**src/rtl/uart_tx.sv**
```systemverilog
// Serial frame transmitter: start bit, LSB-first data, optional even parity, one stop bit.
// Latency: start bit appears on tx the cycle after the handshake; frame lasts (2+DATA_BITS+PARITY_EN)*CLKS_PER_BIT cycles.
// Backpressure: tx_ready is high only while idle; offers made while busy are ignored, not queued.
module uart_tx #(
   parameter int CLKS_PER_BIT = 4,
   parameter int DATA_BITS    = 8,
   parameter int PARITY_EN    = 0
) (
   input  logic                 clk,
   input  logic                 rst,
   input  logic [DATA_BITS-1:0] tx_data,
   input  logic                 tx_valid,
   output logic                 tx_ready,
   output logic                 tx,
   output logic                 busy,
   output logic                 frame_done
);

   // Cycle counter needs at least one bit even when every bit lasts a single cycle.
   localparam int CW = (CLKS_PER_BIT > 1) ? $clog2(CLKS_PER_BIT) : 1;
   localparam int BW = $clog2(DATA_BITS);
   localparam logic [CW-1:0] LAST_CLK = CW'(CLKS_PER_BIT - 1);
   localparam logic [BW-1:0] LAST_BIT = BW'(DATA_BITS - 1);

   typedef enum logic [2:0] {
      S_IDLE,
      S_START,
      S_DATA,
      S_PARITY,
      S_STOP
   } state_t;

   state_t               r_state;
   logic [CW-1:0]        r_cnt;
   logic [BW-1:0]        r_bit;
   logic [DATA_BITS-1:0] r_shreg;
   logic                 r_par;
   logic                 r_tx;

   state_t               w_state_nxt;
   logic [CW-1:0]        w_cnt_nxt;
   logic [BW-1:0]        w_bit_nxt;
   logic [DATA_BITS-1:0] w_shreg_nxt;
   logic                 w_par_nxt;
   logic                 w_tx_nxt;
   logic                 w_last_clk;
   logic                 w_last_bit;

   assign w_last_clk = (r_cnt == LAST_CLK);
   assign w_last_bit = (r_bit == LAST_BIT);

   // Next-state and next-line logic; tx is computed one cycle ahead so the line itself is a flop.
   always_comb begin
      w_state_nxt = r_state;
      w_cnt_nxt   = r_cnt;
      w_bit_nxt   = r_bit;
      w_shreg_nxt = r_shreg;
      w_par_nxt   = r_par;
      w_tx_nxt    = r_tx;
      case (r_state)
         S_IDLE: begin
            w_tx_nxt = 1'b1;
            if (tx_valid) begin
               w_state_nxt = S_START;
               w_shreg_nxt = tx_data;
               w_par_nxt   = (PARITY_EN != 0) ? ^tx_data : 1'b0;
               w_cnt_nxt   = '0;
               w_bit_nxt   = '0;
               w_tx_nxt    = 1'b0;
            end
         end
         S_START: begin
            if (w_last_clk) begin
               w_cnt_nxt   = '0;
               w_state_nxt = S_DATA;
               w_tx_nxt    = r_shreg[0];
            end else begin
               w_cnt_nxt = r_cnt + CW'(1);
            end
         end
         S_DATA: begin
            if (w_last_clk) begin
               w_cnt_nxt = '0;
               if (w_last_bit) begin
                  w_bit_nxt = '0;
                  if (PARITY_EN != 0) begin
                     w_state_nxt = S_PARITY;
                     w_tx_nxt    = r_par;
                  end else begin
                     w_state_nxt = S_STOP;
                     w_tx_nxt    = 1'b1;
                  end
               end else begin
                  w_bit_nxt   = r_bit + BW'(1);
                  w_shreg_nxt = r_shreg >> 1;
                  w_tx_nxt    = r_shreg[1];
               end
            end else begin
               w_cnt_nxt = r_cnt + CW'(1);
            end
         end
         S_PARITY: begin
            if (w_last_clk) begin
               w_cnt_nxt   = '0;
               w_state_nxt = S_STOP;
               w_tx_nxt    = 1'b1;
            end else begin
               w_cnt_nxt = r_cnt + CW'(1);
            end
         end
         S_STOP: begin
            w_tx_nxt = 1'b1;
            if (w_last_clk) begin
               w_cnt_nxt   = '0;
               w_state_nxt = S_IDLE;
            end else begin
               w_cnt_nxt = r_cnt + CW'(1);
            end
         end
         default: begin
            w_state_nxt = S_IDLE;
            w_cnt_nxt   = '0;
            w_bit_nxt   = '0;
            w_tx_nxt    = 1'b1;
         end
      endcase
   end

   // State, counters, shift register and line flop; reset aborts any frame in progress.
   always_ff @(posedge clk or posedge rst) begin
      if (rst) begin
         r_state <= S_IDLE;
         r_cnt   <= '0;
         r_bit   <= '0;
         r_shreg <= '0;
         r_par   <= 1'b0;
         r_tx    <= 1'b1;
      end else begin
         r_state <= w_state_nxt;
         r_cnt   <= w_cnt_nxt;
         r_bit   <= w_bit_nxt;
         r_shreg <= w_shreg_nxt;
         r_par   <= w_par_nxt;
         r_tx    <= w_tx_nxt;
      end
   end

   assign tx         = r_tx;
   assign tx_ready   = (r_state == S_IDLE);
   assign busy       = ~tx_ready;
   assign frame_done = (r_state == S_STOP) && w_last_clk;

endmodule

```
**config.mk**
```make
export PLATFORM = sky130hd
export DESIGN_NAME = uart_tx
export DESIGN_NICKNAME = d
export VERILOG_FILES = /design/src/rtl/uart_tx.sv
export SDC_FILE = /design/constraint.sdc
export NUM_CORES = 1
export LEC_CHECK = 0
export BUFFER_PORTS_ARGS = -buffer_cell sky130_fd_sc_hd__buf_2
export CORE_MARGIN = 4
export CORE_UTILIZATION = 36
export DETAILED_ROUTE_END_ITERATION = 12
export PLACE_DENSITY = 0.66
export SLEW_MARGIN = 20
export SYNTH_ARGS = -nofsm -noshare
export SYNTH_HDL_FRONTEND = slang
export SYNTH_SLANG_ARGS = --single-unit
```
**constraint.sdc**
```tcl
create_clock -name clk -period 3.1 [get_ports clk]
set_input_delay 0.155 -clock clk [delete_from_list [all_inputs] [get_ports clk]]
set_output_delay 0.155 -clock clk [all_outputs]
set_load 0.1 [all_outputs]
```
==> run_summary.xml <==
<?xml version="1.0" encoding="UTF-8"?>
<metrics>
  <group name="run_status">
    <metric name="status" unit="">completed</metric>
  </group>
  <group name="finish">
    <metric name="nFillCells" unit="">267</metric>
    <metric name="post_layout_nonfiller_instances" unit="">141</metric>
    <metric name="sequential_cell_area" unit="um2">427</metric>
    <metric name="layout_commonest_cell" unit="">sky130_fd_sc_hd__dfrtp_1</metric>
    <metric name="area_delta_synth_final" unit="%">10.4</metric>
    <metric name="final_layout_size_suffix_gt1_share" unit="%">28.8</metric>
    <metric name="fin_nets" unit="">127</metric>
    <metric name="antenna_diode_instance_count" unit="">0</metric>
    <metric name="finish.instance_area" unit="mm2">0.00108</metric>
    <metric name="multi_input_comb_area" unit="um2">485</metric>
    <metric name="most_frequent_cells_in_the_layout" unit="">sky130_fd_sc_hd__dfrtp_1, sky130_fd_sc_hd__buf_2, sky130_fd_sc_hd__nand2_1</metric>
  </group>
  <group name="grt">
    <metric name="global_route.usage.met2" unit="%">17.0</metric>
    <metric name="grt_util_all_layers" unit="%">10.8</metric>
    <metric name="grt_max_degree" unit="">18</metric>
    <metric name="grt_pass1_wl" unit="um">2920</metric>
    <metric name="via_count_of_the_first_global_routing_pass" unit="">656</metric>
    <metric name="global_route.overflow_total" unit="">0</metric>
    <metric name="globalRouteMet3Util" unit="%">4.10</metric>
    <metric name="use_met1" unit="%">14.2</metric>
    <metric name="antenna_found_initial" unit="">0</metric>
    <metric name="busiest_layer" unit="">met2</metric>
  </group>
  <group name="timing">
    <metric name="finalSetupViolCount" unit="">0</metric>
    <metric name="hold_ws" unit="ns">0.0835</metric>
    <metric name="fmax" unit="MHz">526</metric>
    <metric name="final.period_utilization" unit="%">61.3</metric>
    <metric name="timing.slew.headroom" unit="%">55.7</metric>
    <metric name="worst_clock_skew" unit="ns">0.00453</metric>
    <metric name="report.final.hold_viol_count" unit="">0</metric>
    <metric name="fin_setup_tns" unit="ns">0</metric>
    <metric name="unrepaired_setup_endpoints_after_global_routing" unit="">no</metric>
    <metric name="worst-slew-pin-transition" unit="ns">0.664</metric>
    <metric name="fin_crit" unit="ns">1.90</metric>
    <metric name="slew_viol_final" unit="">0</metric>
    <metric name="layout_setup_ws" unit="ns">1.20</metric>
  </group>
  <group name="placement">
    <metric name="count_of_port_buffers_added_during_placement" unit="">14</metric>
    <metric name="dp_worst_setup_slack" unit="ns">1.50</metric>
    <metric name="place.detailed.hpwl" unit="um">1260</metric>
    <metric name="dpl-instance-area" unit="mm2">0.00104</metric>
    <metric name="placedCellCount" unit="">136</metric>
    <metric name="routabilityCongestion" unit="">0.788</metric>
  </group>
  <group name="critical_path">
    <metric name="path_max_fanout" unit="">12</metric>
    <metric name="cp.required" unit="ns">2.94</metric>
    <metric name="worst_ep_arrival_time" unit="ns">1.74</metric>
    <metric name="worst_reg2reg_startpoint" unit="">r_cnt[0]$_DFFE_PP0N_</metric>
    <metric name="critical_path.startpoint_type" unit="">flop</metric>
    <metric name="rrSetupSlack" unit="ns">1.50</metric>
    <metric name="setup_crit_path_kind" unit="">flop to primary output</metric>
    <metric name="r2r-end" unit="">r_bit[0]$_DFFE_PP0P_</metric>
    <metric name="ff2ff_path_depth" unit="">5</metric>
    <metric name="cp_endpoint_kind" unit="">primary output</metric>
  </group>
  <group name="run">
    <metric name="maxCapViolCount" unit="">0</metric>
  </group>
  <group name="hold_path">
    <metric name="hold-path-endpoint" unit="">r_shreg[7]$_DFFE_PP0P_</metric>
    <metric name="timing.hold.worst.start" unit="">tx_data[7]</metric>
    <metric name="min_path_type" unit="">input port to flop</metric>
    <metric name="hold_path_depth" unit="">3</metric>
  </group>
  <group name="detailed_routing">
    <metric name="vias" unit="">710</metric>
    <metric name="drt_wl_total" unit="um">1710</metric>
    <metric name="detail_route.iter0.violations" unit="">36</metric>
    <metric name="drt.antenna.violating_nets" unit="">0</metric>
    <metric name="firstDrtPassIters" unit="">4</metric>
    <metric name="vias_per_cell" unit="">5.04</metric>
    <metric name="remaining_drc_errors" unit="">0</metric>
    <metric name="drt-wirelength-per-cell" unit="um">12.1</metric>
  </group>
  <group name="clocking">
    <metric name="clkTransAtPathRegs" unit="ns">0.10</metric>
    <metric name="number_of_clock_buffers_inserted_by_tritoncts" unit="">3</metric>
    <metric name="cts_tree" unit="">built</metric>
    <metric name="cts_root_cell" unit="">sky130_fd_sc_hd__clkbuf_4</metric>
    <metric name="cts_num_sinks" unit="">17</metric>
    <metric name="clock_latency" unit="ns">0.29</metric>
    <metric name="cts_max_path_buffers" unit="">2</metric>
    <metric name="cts_repair_resize_count" unit="">0</metric>
    <metric name="cts-htree-levels" unit="">1</metric>
  </group>
  <group name="synth">
    <metric name="synth_simple_gate_area_share" unit="%">18.0</metric>
    <metric name="post_synth_mux_area_share" unit="%">10.7</metric>
    <metric name="ys_seq_elements" unit="">17</metric>
    <metric name="post-synth-top-area-fraction" unit="%">40.9</metric>
    <metric name="synth_area_leader_cell" unit="">sky130_fd_sc_hd__dfrtp_1</metric>
    <metric name="synth.distinct_cells" unit="">36</metric>
    <metric name="synth-compound-area-share" unit="%">15.7</metric>
    <metric name="synthesized_area_fraction_occupied_by_xor_and_xnor_cells" unit="%">0</metric>
    <metric name="synth-edff-count" unit="">0</metric>
    <metric name="synthCells" unit="">97</metric>
    <metric name="synthAdderAreaFrac" unit="%">5.12</metric>
    <metric name="synth_sequential_area_ratio" unit="%">43.6</metric>
    <metric name="number_of_warnings_printed_during_yosys_synthesis" unit="">0</metric>
    <metric name="postSynth.topFlopCell" unit="">sky130_fd_sc_hd__dfrtp_1</metric>
    <metric name="synth_top_family_by_area" unit="">simple AND/OR/NAND/NOR gates</metric>
    <metric name="synthesis.nets" unit="">112</metric>
    <metric name="syn-cell-area" unit="um2">978</metric>
    <metric name="postSynthAreaPerCell" unit="um2">10.1</metric>
    <metric name="yosys-top-cells-area" unit="">sky130_fd_sc_hd__dfrtp_1, sky130_fd_sc_hd__mux2i_1, sky130_fd_sc_hd__ha_1, sky130_fd_sc_hd__nand2_1, sky130_fd_sc_hd__o21ai_2</metric>
    <metric name="synthArstFlopShare" unit="%">100</metric>
  </group>
  <group name="floorplan">
    <metric name="dieArea" unit="mm2">0.00362</metric>
    <metric name="floorplan.die.width" unit="um">60.1</metric>
    <metric name="die_h" unit="um">60.1</metric>
    <metric name="cell_rows" unit="">18</metric>
    <metric name="core_region" unit="mm2">0.00254</metric>
    <metric name="starting_density_of_the_core" unit="%">38.4</metric>
    <metric name="boundaryPins" unit="">15</metric>
  </group>
  <group name="power">
    <metric name="power_per_cell_area" unit="mW/mm2">1110</metric>
    <metric name="leakagePower" unit="nW">0.525</metric>
    <metric name="ir_drop" unit="uV">648</metric>
  </group>
</metrics>
[routing by layer]
layer | share of wire [%] | up-vias | wire (um)
met4 | 0.53 | 0 | 9
met2 | 45 | 16 | 761
met3 | 5.4 | 2 | 92
met5 | 0 | - | 0
li1 | - | 365 | -
met1 | 49 | 327 | 842
[what timing repair did]
| item | in CTS | in global routing |
|---|---|---|
| setup endpoints to repair | 0 | 0 |
| buffers inserted | 0 | 0 |
| hold buffers | 1 | 0 |
| hold endpoints to repair | 16 | 0 |
[report_power, final]
| group | internal, W | leakage (nW) | total [W] | switching [W] |
|---|---|---|---|---|
| sequential | 0.000325 | 0.214 | 0.000430 | 0.000106 |
| clock | 0.0000500 | 0.0150 | 0.000118 | 0.0000681 |
| combinational | 0.000236 | 0.296 | 0.000653 | 0.000416 |
[critical path, cell delays in order (launching register included)]
cell	delay [ns]
sky130_fd_sc_hd__dfrtp_1	0.52
sky130_fd_sc_hd__or3_4	0.46
sky130_fd_sc_hd__clkinv_2	0.06
sky130_fd_sc_hd__buf_2	0.41
[how the worst max path moves through the flow]
stage | start | cells after the start | endpoint
2_1_floorplan | r_state[0]$_DFFE_PP0P_ | 4 | frame_done
3_3_place_gp | r_state[0]$_DFFE_PP0P_ | 4 | r_shreg[4]$_DFFE_PP0P_
3_5_place_dp | r_state[0]$_DFFE_PP0P_ | 4 | r_shreg[4]$_DFFE_PP0P_
4_1_cts | r_state[1]$_DFFE_PP0P_ | 3 | tx_ready
5_1_grt | r_state[0]$_DFFE_PP0P_ | 3 | tx_ready
6_report | r_state[1]$_DFFE_PP0P_ | 3 | tx_ready
[through the flow]
| stage | utilization [%] | total power (W) |
|---|---|---|
| final | 42.4 | 0.00120 |
| after global routing | 42.4 | 0.00130 |
| after CTS | 42.4 | 0.00121 |
| after detailed placement | 41.0 | 0.00109 |
| after global placement | 41.0 | 0.00107 |
| after floorplan | - | 0.00103 |
[cell usage after synthesis, types with 2 or more instances]
cell type	n
sky130_fd_sc_hd__dfrtp_1	16
sky130_fd_sc_hd__nand2_1	13
sky130_fd_sc_hd__mux2i_1	9
sky130_fd_sc_hd__o21ai_1	6
sky130_fd_sc_hd__o21ai_2	5
sky130_fd_sc_hd__a21oi_1	4
sky130_fd_sc_hd__ha_1	4
sky130_fd_sc_hd__inv_1	4
sky130_fd_sc_hd__nor2_1	4
sky130_fd_sc_hd__buf_4	2
sky130_fd_sc_hd__buf_6	2
sky130_fd_sc_hd__nand3_1	2
sky130_fd_sc_hd__o21ai_0	2
sky130_fd_sc_hd__o22ai_1	2
[area by class of cell]
class / count / share of cell area (%)
multi-input combinational: 69 / 45.0
sequential: 17 / 39.5
timing repair buffer: 15 / 7.42
tap: 30 / 3.48
clock buffer: 4 / 2.43
inverter: 6 / 2.20
[cell families after synthesis]
group	count (synthesis)
flip-flops	17
AO/OA/AOI/OAI	23
adder cells (fa/ha/maj)	4
buffers and inverters	11
multiplexers	10
AND/OR/NAND/NOR	32
[flip-flops by register name, indices dropped and copies added, names as in the netlist]
name     flops
r_shreg      8
r_bit        3
r_state      3
r_cnt        2
tx           1
No activity file was read; power rests on OpenSTA's default activity.
